--- config.mk ---
export PLATFORM = sky130hd
export DESIGN_NAME = pio_clkdiv_ctrl
export DESIGN_NICKNAME = d
export VERILOG_FILES = /design/src/rtl/pio_clkdiv_pkg.sv /design/src/rtl/pio_clkdiv_lane.sv /design/src/rtl/pio_clkdiv_ctrl.sv
export SDC_FILE = /design/constraint.sdc
export NUM_CORES = 1
export LEC_CHECK = 0
export CAP_MARGIN = 5
export CORE_UTILIZATION = 40
export DETAILED_ROUTE_END_ITERATION = 7
export PLACE_DENSITY = 0.55
export REMOVE_ABC_BUFFERS = 1
export SETUP_SLACK_MARGIN = 0.4
export SYNTH_ARGS = -nofsm -noshare
export SYNTH_HDL_FRONTEND = slang
export SYNTH_HIERARCHICAL = 1
export SYNTH_SLANG_ARGS = --single-unit
--- constraint.sdc ---
create_clock -name clock -period 6.5 [get_ports clock]
set_input_delay 0.975 -clock clock [delete_from_list [all_inputs] [get_ports clock]]
set_output_delay 0.975 -clock clock [all_outputs]
set_load 0.03 [all_outputs]
--- src/rtl/pio_clkdiv_pkg.sv ---
// Shared widths, reset divisor and per-lane state layout for the PIO clock-enable scheduler.
package pio_clkdiv_pkg;
   localparam int INT_W  = 16;
   localparam int FRAC_W = 8;
   localparam int CNT_W  = INT_W + 1;

   localparam logic [INT_W-1:0]  DIV_INT_RST  = INT_W'(1);
   localparam logic [FRAC_W-1:0] DIV_FRAC_RST = '0;

   typedef struct packed {
      logic [CNT_W-1:0]  cnt;
      logic [FRAC_W-1:0] acc;
      logic [INT_W-1:0]  div_int;
      logic [FRAC_W-1:0] div_frac;
   } lane_state_t;
endpackage

--- src/rtl/pio_clkdiv_lane.sv ---
// One fractional divider lane: stored divisor, down-counter, phase accumulator and tick flop.
module pio_clkdiv_lane
   import pio_clkdiv_pkg::*;
(
   input  logic              clock,
   input  logic              reset,
   input  logic              wr,
   input  logic [INT_W-1:0]  wr_int,
   input  logic [FRAC_W-1:0] wr_frac,
   input  logic              enable,
   input  logic              restart,
   output logic              tick,
   output logic [INT_W-1:0]  div_int,
   output logic [FRAC_W-1:0] div_frac
);
   lane_state_t      st;
   logic [CNT_W-1:0] eff;
   logic [CNT_W-1:0] reload;
   logic [FRAC_W:0]  acc_sum;

   // A zero integer divisor stands for 2^INT_W, hence the extra counter bit.
   always_comb begin
      eff     = (st.div_int == '0) ? {1'b1, {INT_W{1'b0}}} : {1'b0, st.div_int};
      acc_sum = {1'b0, st.acc} + {1'b0, st.div_frac};
      reload  = eff - CNT_W'(1) + {{INT_W{1'b0}}, acc_sum[FRAC_W]};
   end

   // NOTE: every state bit here, divisor registers included, uses <= so all
   //       lanes sample the same pre-edge values; the reset is synchronous.
   always_ff @(posedge clock) begin
      if (reset) begin
         st   <= '{cnt: '0, acc: '0, div_int: DIV_INT_RST, div_frac: DIV_FRAC_RST};
         tick <= 1'b0;
      end else begin
         if (wr) begin
            st.div_int  <= wr_int;
            st.div_frac <= wr_frac;
         end
         if (restart) begin
            st.cnt <= '0;
            st.acc <= '0;
            tick   <= 1'b0;
         end else if (!enable) begin
            tick <= 1'b0;
         end else if (st.cnt == '0) begin
            tick   <= 1'b1;
            st.acc <= acc_sum[FRAC_W-1:0];
            st.cnt <= reload;
         end else begin
            st.cnt <= st.cnt - CNT_W'(1);
            tick   <= 1'b0;
         end
      end
   end

   assign div_int  = st.div_int;
   assign div_frac = st.div_frac;
endmodule

--- src/rtl/pio_clkdiv_ctrl.sv ---
// Per-state-machine clock-enable scheduler: config decode, readback mux and NUM_SM divider lanes.
module pio_clkdiv_ctrl #(
   parameter int NUM_SM = 4,
   parameter int INT_W  = pio_clkdiv_pkg::INT_W,
   parameter int FRAC_W = pio_clkdiv_pkg::FRAC_W,
   localparam int SM_W  = (NUM_SM > 1) ? $clog2(NUM_SM) : 1
) (
   input  logic              clock,
   input  logic              reset,
   input  logic              cfg_wr,
   input  logic [SM_W-1:0]   cfg_sm,
   input  logic [INT_W-1:0]  cfg_int,
   input  logic [FRAC_W-1:0] cfg_frac,
   input  logic [NUM_SM-1:0] sm_enable,
   input  logic [NUM_SM-1:0] clkdiv_restart,
   output logic [NUM_SM-1:0] tick,
   output logic [INT_W-1:0]  rd_int,
   output logic [FRAC_W-1:0] rd_frac
);
   logic [INT_W-1:0]  lane_int  [NUM_SM];
   logic [FRAC_W-1:0] lane_frac [NUM_SM];

   for (genvar g = 0; g < NUM_SM; g++) begin : g_lane
      pio_clkdiv_lane u_lane (
         .clock    (clock),
         .reset    (reset),
         .wr       (cfg_wr && (cfg_sm == SM_W'(g))),
         .wr_int   (cfg_int),
         .wr_frac  (cfg_frac),
         .enable   (sm_enable[g]),
         .restart  (clkdiv_restart[g]),
         .tick     (tick[g]),
         .div_int  (lane_int[g]),
         .div_frac (lane_frac[g])
      );
   end

   // Selects that match no lane (non-power-of-2 NUM_SM) read back as zero.
   always_comb begin
      rd_int  = '0;
      rd_frac = '0;
      for (int i = 0; i < NUM_SM; i++) begin
         if (cfg_sm == SM_W'(i)) begin
            rd_int  = lane_int[i];
            rd_frac = lane_frac[i];
         end
      end
   end
endmodule

Word level (Yosys, flattened, before mapping)
Index checks and enable logic that the tools add are counted.
{ "totals": {"ff_bits": 200, "input_bits": 37} }
{ "classes": {"eq_ne": 3, "mux": 20, "add_sub_neg": 16, "reduce_logical": 25, "bitwise": 4} }
{ "ops": {"columns": ["op", "n"], "rows": [
  ["$mux 17", 8],
  ["$sub 17x1->17 const B", 8],
  ["$add 17x1->17", 4],
  ["$logic_not 17->1", 4],
  ["$logic_not 16->1", 4],
  ["$mux 16", 4],
  ["$add 8x8->9", 4],
  ["$mux 8", 4],
  ["$reduce_or 3->1", 4],
  ["$reduce_and 2->1", 4],
  ["$reduce_or 2->1", 4],
  ["$eq 2x2->1 const B", 2],
  ["$logic_and 1x1->1", 4],
  ["$mux 1", 4],
  ["$not 1->1", 4],
  ["$eq 2x1->1 const B", 1],
  ["$logic_not 2->1", 1]
]} }

Longest topological paths before layout
Gate-level depths: netlist (run 1).
{ "depth": {"ltp_word": 5, "mapped_depth": 14, "depth_no_buf": 14} }

Modules after synthesis
Netlist (run 1), hierarchy kept.
{ "modules_own_cells": {"columns": ["module", "n_inst", "area_per_inst_um2", "cells_per_inst"], "rows": [
  ["pio_clkdiv_lane at g_lane[0].u_lane ...", 2, 2924.1, 332],
  ["pio_clkdiv_lane at g_lane[2].u_lane", 1, 2997.9, 337],
  ["pio_clkdiv_lane at g_lane[3].u_lane", 1, 2955.3, 345],
  ["pio_clkdiv_ctrl", 1, 651.9, 34]
]} }

Worst setup path after synthesis (run 1)
OpenSTA, ideal clock, no wires.
{ "synth_timing": {"path_type": "flip-flop to flip-flop", "startpoint": "register g_lane[3].u_lane/div_frac[0] (netlist name)", "endpoint": "register g_lane[3].u_lane/st[46] in the netlist's numbering", "slack_ps": 2986, "arrival_ps": 3440, "path_stages_with_launch": 15, "required_ps": 6425, "setup_ps": 75, "path_cell_list": "dfxtp_1 ha_1 fa_1 a211oi_1 o21bai_1 a21oi_1 nor2_1 a211oi_1 ha_1 ha_1 nor3b_1 nand4_1 xor2_1 a2111o_1 o21ai_0"} }
{ "synth_between": {"elab_chain_len": 3} }
{ "synth_rtl": {"columns": ["item", "line", "rtl"], "rows": [
  ["$add 8x8->9", "pio_clkdiv_lane.sv:24", "acc_sum = {1'b0, st.acc} + {1'b0, st.div_frac};"],
  ["$add 17x1->17", "pio_clkdiv_lane.sv:25", "reload = eff - CNT_W'(1) + {{INT_W{1'b0}}, acc_sum[FRAC_W]};"],
  ["$mux 17", "pio_clkdiv_lane.sv:45", "end else if (st.cnt == '0) begin"],
  ["end signal, assigned", "pio_clkdiv_lane.sv:32", "st <= '{cnt: '0, acc: '0, div_int: DIV_INT_RST, div_frac: DIV_FRAC_RST};"],
  ["end, declared", "pio_clkdiv_lane.sv:16", "lane_state_t st;"]
]} }
Every way passes these cells.
A chain may end at the register's enable or synchronous reset.

Worst setup path in the final report (run 1)
{ "layout_timing": {"startpoint": "register g_lane[3].u_lane/div_frac[0] (netlist name)", "endpoint": "register g_lane[3].u_lane/st[46] in the netlist's numbering"} }
{ "layout_between": {"elab_chain_len": 3} }
{ "layout_rtl": {"columns": ["item", "line"], "rows": [
  ["$add 8x8->9", "pio_clkdiv_lane.sv:24"],
  ["$add 17x1->17", "pio_clkdiv_lane.sv:25"],
  ["$mux 17", "pio_clkdiv_lane.sv:45"]
]} }
Every way passes these cells.

==> impl_metrics.xml, run 1 <==
<?xml version="1.0" encoding="UTF-8"?>
<metrics>
  <group name="timing">
    <metric name="hold_viol" unit="">0</metric>
    <metric name="finalWorstPathRequiredPeriod" unit="ns">4.31</metric>
    <metric name="rsz0062_at_grt" unit="">no</metric>
    <metric name="setup_viol" unit="">0</metric>
    <metric name="final.period_utilization" unit="%">66.3</metric>
    <metric name="setup-tns-final" unit="ns">0</metric>
    <metric name="maxSlewViolCount" unit="">0</metric>
    <metric name="worstMarginPinSlew" unit="ns">1.05</metric>
    <metric name="fin_skew" unit="ns">0.0167</metric>
    <metric name="timing.fmax" unit="MHz">232</metric>
    <metric name="timing.slew.headroom" unit="%">29.5</metric>
  </group>
  <group name="synth">
    <metric name="synth_top_family_by_area" unit="">simple AND/OR/NAND/NOR gates</metric>
    <metric name="synth_compound_gate_area_share" unit="%">13.8</metric>
    <metric name="post_synth_main_area_contributors" unit="">sky130_fd_sc_hd__dfxtp_1 32%, sky130_fd_sc_hd__mux2i_1 9.5%, sky130_fd_sc_hd__buf_4 5.9%</metric>
    <metric name="post_synth_instance_area" unit="um2">12500</metric>
    <metric name="synth.avg_cell_area" unit="um2">9.02</metric>
    <metric name="synth.most_common_cell" unit="">sky130_fd_sc_hd__dfxtp_1</metric>
    <metric name="synth_common_cells" unit="">200 x sky130_fd_sc_hd__dfxtp_1, 190 x sky130_fd_sc_hd__nor2_1, 118 x sky130_fd_sc_hd__mux2i_1</metric>
    <metric name="synthSimpleGateAreaFrac" unit="%">20.9</metric>
    <metric name="synth_area_leader_cell" unit="">sky130_fd_sc_hd__dfxtp_1</metric>
    <metric name="asyncSetResetFlopFracSynth" unit="%">0</metric>
    <metric name="seq_area_frac_synth" unit="%">32.2</metric>
    <metric name="fraction_of_synthesized_area_in_multiplexers" unit="%">14.1</metric>
    <metric name="synthesis.instances" unit="">1380</metric>
    <metric name="ys_seq_elements" unit="">200</metric>
    <metric name="netlist.area_leader.share" unit="%">32.2</metric>
    <metric name="synth-main-ff-cell" unit="">sky130_fd_sc_hd__dfxtp_1</metric>
    <metric name="synth_xor_area_share" unit="%">4.85</metric>
    <metric name="synth_area_in_adders" unit="%">5.06</metric>
    <metric name="post_synth_num_cell_types" unit="">92</metric>
    <metric name="warning_count_from_the_yosys_run" unit="">6</metric>
    <metric name="post_synth_edffs" unit="">0</metric>
  </group>
  <group name="pwr">
    <metric name="p_sw_share" unit="%">40.3</metric>
    <metric name="power.sequential.fraction" unit="%">33.9</metric>
    <metric name="cellLeakagePower" unit="nW">4.97</metric>
    <metric name="power.share.clock" unit="%">23.7</metric>
    <metric name="power_frac_comb" unit="%">42.4</metric>
    <metric name="power_switching" unit="mW">1.82</metric>
    <metric name="vdd.ir_drop.worst" unit="uV">199</metric>
    <metric name="power_per_cell_area" unit="nW/um2">342</metric>
    <metric name="internal_power_summed_over_all_cells" unit="mW">2.70</metric>
  </group>
  <group name="worst_setup_path">
    <metric name="worst-endpoint-arrival" unit="ns">4.67</metric>
    <metric name="startpoint_type" unit="">register</metric>
    <metric name="ws_path_type" unit="">reg2reg</metric>
    <metric name="cp_cell_sequence" unit="">ha_1 &gt; fa_1 &gt; a211oi_1 &gt; o21bai_1 &gt; a21oi_1 &gt; nor2_1 &gt; a211oi_1 &gt; ha_1 &gt; ha_1 &gt; nor3b_1 &gt; nand4_1 &gt; xor2_1 &gt; a2111o_1 &gt; o21ai_0</metric>
    <metric name="critical-path-top-cell-by-count" unit="">sky130_fd_sc_hd__ha_1</metric>
    <metric name="timing.critical_path.slowest_stage_cell" unit="">sky130_fd_sc_hd__nor3b_1</metric>
    <metric name="crit_family" unit="">compound AO/OA/AOI/OAI gates</metric>
    <metric name="critical-path-max-stage-delay" unit="ns">0.71</metric>
    <metric name="endpoint_kind" unit="">register</metric>
    <metric name="crit_required" unit="ns">6.87</metric>
    <metric name="worstPathMaxFanout" unit="">6</metric>
    <metric name="critical_path.n_buffers_inverters" unit="">0</metric>
  </group>
  <group name="place">
    <metric name="post-dp-hpwl" unit="mm">23.9</metric>
    <metric name="placement.io_buffers" unit="">64</metric>
    <metric name="globalplace.congestion" unit="">0.848</metric>
    <metric name="detailed_place.area" unit="um2">12600</metric>
  </group>
  <group name="floorplanning">
    <metric name="fp.dieH" unit="um">178</metric>
    <metric name="core_area" unit="um2">30600</metric>
    <metric name="die_w" unit="um">178</metric>
    <metric name="initial_utilization" unit="%">40.7</metric>
    <metric name="io_pins" unit="">65</metric>
    <metric name="fp-row-count" unit="">64</metric>
    <metric name="floorplan.die_area" unit="um2">31800</metric>
  </group>
  <group name="global_route">
    <metric name="wire_length_of_the_first_global_routing_pass" unit="mm">50.9</metric>
    <metric name="first_global_vias" unit="">9045</metric>
    <metric name="grt_antenna_before_repair" unit="">0</metric>
    <metric name="grt_start_max_net_pins" unit="">61</metric>
    <metric name="globalRoute.totalOverflow" unit="">0</metric>
    <metric name="global_route.usage.total" unit="%">20.6</metric>
  </group>
  <group name="routing">
    <metric name="drt_first_pass_iters" unit="">6</metric>
    <metric name="initialDrtViolationCount" unit="">835</metric>
    <metric name="route.vias.total" unit="">9722</metric>
    <metric name="detail-route-antenna-nets" unit="">0</metric>
    <metric name="route.final.wire_length" unit="mm">32.3</metric>
    <metric name="avgViaCountPerCell" unit="">5.64</metric>
    <metric name="post-route-drc-count" unit="">0</metric>
    <metric name="wl_per_cell" unit="um">18.7</metric>
  </group>
  <group name="final_layout">
    <metric name="signed_area_change_from_the_synthesized_netlist_to_the_final_layout" unit="%">6.04</metric>
    <metric name="layout-drive-gt1-share" unit="%">8.50</metric>
    <metric name="n_antenna_cell" unit="">0</metric>
    <metric name="stdcell_area" unit="um2">13200</metric>
    <metric name="number_of_nets_in_the_final_layout" unit="">1401</metric>
  </group>
  <group name="cts">
    <metric name="cts-resized-gates" unit="">0</metric>
    <metric name="ctsHoldBuffers" unit="">0</metric>
    <metric name="cts_buffers" unit="">17</metric>
    <metric name="cts-root-buf" unit="">sky130_fd_sc_hd__clkbuf_16</metric>
    <metric name="postCtsSetupBuffers" unit="">0</metric>
    <metric name="clk_transition_reported_paths" unit="ns">0.07</metric>
    <metric name="ctsLongestPathBuffers" unit="">2</metric>
    <metric name="clkLatencyLatePin" unit="ns">0.44</metric>
    <metric name="clock-sinks" unit="">200</metric>
    <metric name="cts_tree" unit="">done</metric>
    <metric name="cts_h_tree_depth" unit="">4</metric>
  </group>
  <group name="status">
    <metric name="outcome" unit="">finished, final reports clean</metric>
  </group>
  <group name="min_path">
    <metric name="min_path_type" unit="">reg2reg</metric>
  </group>
  <group name="flow_run">
    <metric name="cap_viol_max_count" unit="">0</metric>
  </group>
</metrics>
[metal layers]
layer  GRT usage, %  vias to the layer above  wire (um)
met5              0                        -          0
met4           5.30                        0        480
met3           3.24                       28       1150
met2           32.3                      178      14700
met1           29.3                     4694      15900
li1               -                     4822          -
[final cells by class]
class | count | area (um2)
Sequential cell | 200 | 4000
Clock inverter | 12 | 140
Clock buffer | 20 | 437
Multi-Input combinational cell | 993 | 7310
Timing Repair Buffer | 73 | 701
Tap cell | 396 | 495
Inverter | 31 | 116
Fill cell | 3022 | 17400
[cells in the final DEF (no fill, tap or decap), types with 6 or more instances in the layout]
master,Yosys,routed
sky130_fd_sc_hd__mux4_2,18,18
sky130_fd_sc_hd__o21a_1,13,13
sky130_fd_sc_hd__clkbuf_16,0,17
sky130_fd_sc_hd__and2_1,7,7
sky130_fd_sc_hd__clkdlybuf4s50_1,0,62
sky130_fd_sc_hd__nor4_1,24,24
sky130_fd_sc_hd__o21ai_0,53,53
sky130_fd_sc_hd__a31oi_1,17,17
sky130_fd_sc_hd__dfxtp_1,200,200
sky130_fd_sc_hd__inv_1,30,30
sky130_fd_sc_hd__a21oi_1,47,47
sky130_fd_sc_hd__a22oi_1,6,6
sky130_fd_sc_hd__nand2_1,66,66
sky130_fd_sc_hd__nand3_1,25,25
sky130_fd_sc_hd__a21o_1,13,13
sky130_fd_sc_hd__a32o_1,7,7
sky130_fd_sc_hd__o31ai_1,10,10
sky130_fd_sc_hd__mux4_1,6,6
sky130_fd_sc_hd__buf_4,98,10
sky130_fd_sc_hd__nor3_1,45,45
sky130_fd_sc_hd__a22o_1,6,6
sky130_fd_sc_hd__mux2i_1,118,118
sky130_fd_sc_hd__a211oi_1,15,15
sky130_fd_sc_hd__or3_1,14,14
sky130_fd_sc_hd__nor4_4,6,6
sky130_fd_sc_hd__nand4_1,20,20
sky130_fd_sc_hd__ha_1,44,44
sky130_fd_sc_hd__xnor2_1,44,44
sky130_fd_sc_hd__or2_2,6,6
sky130_fd_sc_hd__nor2_1,190,190
sky130_fd_sc_hd__xor2_1,25,25
sky130_fd_sc_hd__nor3b_1,10,9
sky130_fd_sc_hd__o211ai_1,10,10
sky130_fd_sc_hd__and4_1,6,6
sky130_fd_sc_hd__or4_1,9,9
[tightest hold or removal path: stages, from the launching register on]
cell and delay (ns):
sky130_fd_sc_hd__dfxtp_1 0.31, sky130_fd_sc_hd__nand2_1 0.05, sky130_fd_sc_hd__a21oi_1 0.05
[sequential cells by signal, indices dropped and copies added (netlist names)]
register,flops
g_lane.u_lane/div_frac,32
g_lane.u_lane/div_int,64
g_lane.u_lane/st,100
g_lane.u_lane/tick,4
[through the flow]
stage	worst slack (ns)	power, mW	utilization (%)	cells	hold WS (ns)
2_1_floorplan	2.47	2.95	-	1224	0.436
3_3_place_gp	2.24	3.44	41.3	1693	0.446
3_5_place_dp	2.19	3.46	41.3	1693	0.451
4_1_cts	2.15	4.54	43.2	1725	0.459
5_1_grt	1.92	4.82	43.2	1725	0.488
6_report	2.19	4.51	43.2	1725	0.457
[logic make-up (layout without fill, tap and decap cells)]
kind of cell,Yosys count,in the layout
adders and majority gates,48,48
muxes,143,143
xor gates and xnor gates,69,69
AOI/OAI and AO/OA,248,248
buffers and inverters,187,136
DFF,200,200
and+or+nand+nor,485,485
[power groups by stage]
stage               Clock [mW]  Sequential [mW]  Combinational, mW
floorplan                    0             1.52               1.43
global placement             0             1.55               1.89
detailed placement           0             1.55               1.90
CTS                       1.10             1.53               1.91
global route              1.15             1.55               2.12
finish                    1.07             1.53               1.92
[final timing paths]
kind / depth (start not counted) / startpoint / end / slack (ns)
setup / recovery: 14 / g_lane[3].u_lane/div_frac[0] / g_lane[3].u_lane/st[46] / 2.19
hold / removal: 2 / g_lane[3].u_lane/st[28] / g_lane[3].u_lane/st[28] / 0.46
setup reg to reg: 14 / g_lane[3].u_lane/div_frac[0] / g_lane[3].u_lane/st[46] / 2.19
hold reg to reg: 2 / g_lane[3].u_lane/st[28] / g_lane[3].u_lane/st[28] / 0.46
No activity file was read; power rests on OpenSTA's default activity.
==> inputs of run 2 (changes only) <==
- PLACE_DENSITY: 0.55 -> 0.57
- clock period: 6.5 -> 3.9 ns (I/O delays scaled with it)
==> run 2 against run 1 <==
Against the previous run: register-to-register slack lost 1.7 ns; combinational power up 70%; final cell count is 1.6% higher; critical path depth is 1 higher; hold slack improved by 0.0046 ns; design area increased by 4.1%; global-route usage barely moved; setup slack got worse by 1.7 ns; clock skew about the same; largest cell class unchanged; largest power group unchanged.
==> impl_metrics.xml, run 2 (synthesis results as in run 1) <==
<?xml version="1.0" encoding="UTF-8"?>
<metrics>
  <group name="status">
    <metric name="outcome" unit="">finished, final reports clean</metric>
  </group>
  <group name="final_layout">
    <metric name="layout-drive-gt1-share" unit="%">13.5</metric>
    <metric name="layout_commonest_cell" unit="">sky130_fd_sc_hd__dfxtp_1</metric>
    <metric name="registers.top_by_ff_count" unit="">g_lane.u_lane/st</metric>
    <metric name="largest_register_ff_count" unit="">100</metric>
    <metric name="final_core_utilization" unit="%">44.9</metric>
    <metric name="top_regs" unit="">g_lane.u_lane/st: 100 flops, g_lane.u_lane/div_int: 64 flops, g_lane.u_lane/div_frac: 32 flops</metric>
    <metric name="signed_area_change_from_the_synthesized_netlist_to_the_final_layout" unit="%">10.4</metric>
    <metric name="n_antenna_cell" unit="">0</metric>
    <metric name="stdcell_area" unit="um2">13700</metric>
    <metric name="number_of_nets_in_the_final_layout" unit="">1429</metric>
    <metric name="finish.cell_count_without_fillers" unit="">1753</metric>
    <metric name="layout_common_cells" unit="">197 x sky130_fd_sc_hd__dfxtp_1, 189 x sky130_fd_sc_hd__nor2_1, 118 x sky130_fd_sc_hd__mux2i_1</metric>
  </group>
  <group name="place">
    <metric name="globalplace.congestion" unit="">0.870</metric>
    <metric name="detailed_place.area" unit="um2">12800</metric>
    <metric name="dp_cells" unit="">1714</metric>
    <metric name="post-dp-hpwl" unit="mm">23.6</metric>
    <metric name="placement.io_buffers" unit="">64</metric>
  </group>
  <group name="timing">
    <metric name="timing.slew.headroom" unit="%">30.9</metric>
    <metric name="setup-tns-final" unit="ns">0</metric>
    <metric name="hold_ws" unit="ns">0.461</metric>
    <metric name="finalWorstPathRequiredPeriod" unit="ns">3.37</metric>
    <metric name="maxSlewViolCount" unit="">0</metric>
    <metric name="hold_viol" unit="">0</metric>
    <metric name="timing.fmax" unit="MHz">297</metric>
    <metric name="setup_viol" unit="">0</metric>
    <metric name="fin_skew" unit="ns">0.0165</metric>
    <metric name="rsz0062_at_grt" unit="">no</metric>
    <metric name="final.period_utilization" unit="%">86.3</metric>
    <metric name="worstMarginPinSlew" unit="ns">1.03</metric>
  </group>
  <group name="cts">
    <metric name="clk_transition_reported_paths" unit="ns">0.09</metric>
    <metric name="ctsHoldBuffers" unit="">0</metric>
    <metric name="cts_tree" unit="">done</metric>
    <metric name="ctsLongestPathBuffers" unit="">2</metric>
    <metric name="cts_h_tree_depth" unit="">4</metric>
    <metric name="cts_buffers" unit="">17</metric>
    <metric name="clkLatencyLatePin" unit="ns">0.45</metric>
    <metric name="cts-root-buf" unit="">sky130_fd_sc_hd__clkbuf_16</metric>
    <metric name="clock-sinks" unit="">200</metric>
  </group>
  <group name="worst_setup_path">
    <metric name="critical_path.n_buffers_inverters" unit="">2</metric>
    <metric name="crit_required" unit="ns">4.24</metric>
    <metric name="critical-path-max-stage-delay" unit="ns">0.46</metric>
    <metric name="cp_cell_sequence" unit="">ha_4 &gt; fa_2 &gt; a211oi_2 &gt; o21bai_1 &gt; a21oi_2 &gt; nor2_1 &gt; a211oi_2 &gt; buf_4 &gt; ha_4 &gt; or4b_4 &gt; buf_4 &gt; nor4_1 &gt; xnor2_1 &gt; mux2i_1 &gt; a32o_1</metric>
    <metric name="ws_path_type" unit="">reg2reg</metric>
    <metric name="startpoint_type" unit="">register</metric>
    <metric name="timing.critical_path.slowest_stage_cell" unit="">sky130_fd_sc_hd__or4b_4</metric>
    <metric name="worst_r2r_startpoint" unit="">g_lane[3].u_lane/div_frac[0]</metric>
    <metric name="worstPathMaxFanout" unit="">4</metric>
    <metric name="crit_path_start" unit="">g_lane[3].u_lane/div_frac[0]</metric>
    <metric name="r2r_slack" unit="ns">0.53</metric>
    <metric name="endpoint_kind" unit="">register</metric>
    <metric name="worst-endpoint-arrival" unit="ns">3.71</metric>
    <metric name="crit_family" unit="">simple AND/OR/NAND/NOR gates</metric>
  </group>
  <group name="floorplanning">
    <metric name="fp-row-count" unit="">64</metric>
    <metric name="core_area" unit="um2">30600</metric>
    <metric name="fp.dieH" unit="um">178</metric>
    <metric name="io_pins" unit="">65</metric>
    <metric name="floorplan.die_area" unit="um2">31800</metric>
    <metric name="die_w" unit="um">178</metric>
    <metric name="initial_utilization" unit="%">40.7</metric>
  </group>
  <group name="routing">
    <metric name="wl_per_cell" unit="um">18.3</metric>
    <metric name="drt_first_pass_iters" unit="">5</metric>
    <metric name="initialDrtViolationCount" unit="">741</metric>
    <metric name="route.vias.total" unit="">9867</metric>
    <metric name="route.final.wire_length" unit="mm">32.1</metric>
    <metric name="avgViaCountPerCell" unit="">5.63</metric>
    <metric name="post-route-drc-count" unit="">0</metric>
    <metric name="detail-route-antenna-nets" unit="">0</metric>
  </group>
  <group name="global_route">
    <metric name="wire_length_of_the_first_global_routing_pass" unit="mm">51.1</metric>
    <metric name="globalRoute.totalOverflow" unit="">0</metric>
    <metric name="grt_antenna_before_repair" unit="">0</metric>
    <metric name="global_route.usage.total" unit="%">20.6</metric>
    <metric name="grt_start_max_net_pins" unit="">66</metric>
    <metric name="first_global_vias" unit="">9344</metric>
  </group>
  <group name="flow_run">
    <metric name="cap_viol_max_count" unit="">0</metric>
  </group>
  <group name="min_path">
    <metric name="min_path_type" unit="">reg2reg</metric>
    <metric name="hold_path_startpoint" unit="">g_lane[3].u_lane/st[28]</metric>
  </group>
  <group name="pwr">
    <metric name="power_per_cell_area" unit="nW/um2">559</metric>
    <metric name="cellLeakagePower" unit="nW">5.16</metric>
    <metric name="vdd.ir_drop.worst" unit="uV">609</metric>
  </group>
</metrics>
## run 2: layer usage
| metal | vias to the layer above | GRT usage, % | wire [um] |
|---|---|---|---|
| li1 | 4894 | - | - |
| met1 | 4713 | 28.0 | 15300 |
| met2 | 234 | 33.6 | 14900 |
| met3 | 26 | 3.26 | 1310 |
| met4 | 0 | 5.83 | 548 |
| met5 | - | 0 | 0 |
## run 2: worst min-delay path, cell delays in order, from the launching register on
cell and delay [ns]:
sky130_fd_sc_hd__dfxtp_1 0.32, sky130_fd_sc_hd__nand2_1 0.05, sky130_fd_sc_hd__a21oi_1 0.05
## run 2: report_power, final
group          switching [mW]  total (mW)  internal, mW
Combinational            1.95        3.26          1.31
Sequential              0.279        2.55          2.27
Clock                   0.994        1.88         0.887
## run 2: layout make-up
class / count / area (um2)
clock buffer: 17 / 425
inverter: 31 / 116
fill: 2957 / 16800
clock inverter: 15 / 199
multi-input combinational: 993 / 7550
sequential: 200 / 4010
tap: 396 / 495
timing repair buffer: 101 / 952
## run 2: final timing paths
path                              to  depth (start not counted)
min          g_lane[3].u_lane/st[28]                          2
max reg2reg  g_lane[3].u_lane/st[43]                         15
min reg2reg  g_lane[3].u_lane/st[28]                          2
max          g_lane[3].u_lane/st[43]                         15
## run 2: timing repair
item                                    4_1_cts  5_1_grt
endpoints found under the setup margin       19       18
resized for setup                            25       29
gates cloned                                  0        0
pin swaps                                     9        9
setup buffers                                 1        6
## run 2: through the flow
step | power [mW] | worst slack, ns
after floorplan | 4.91 | 0.256
after global placement | 5.76 | 0.166
after detailed placement | 5.79 | 0.129
after CTS | 7.70 | 0.400
after global routing | 8.19 | 0.383
final | 7.68 | 0.533
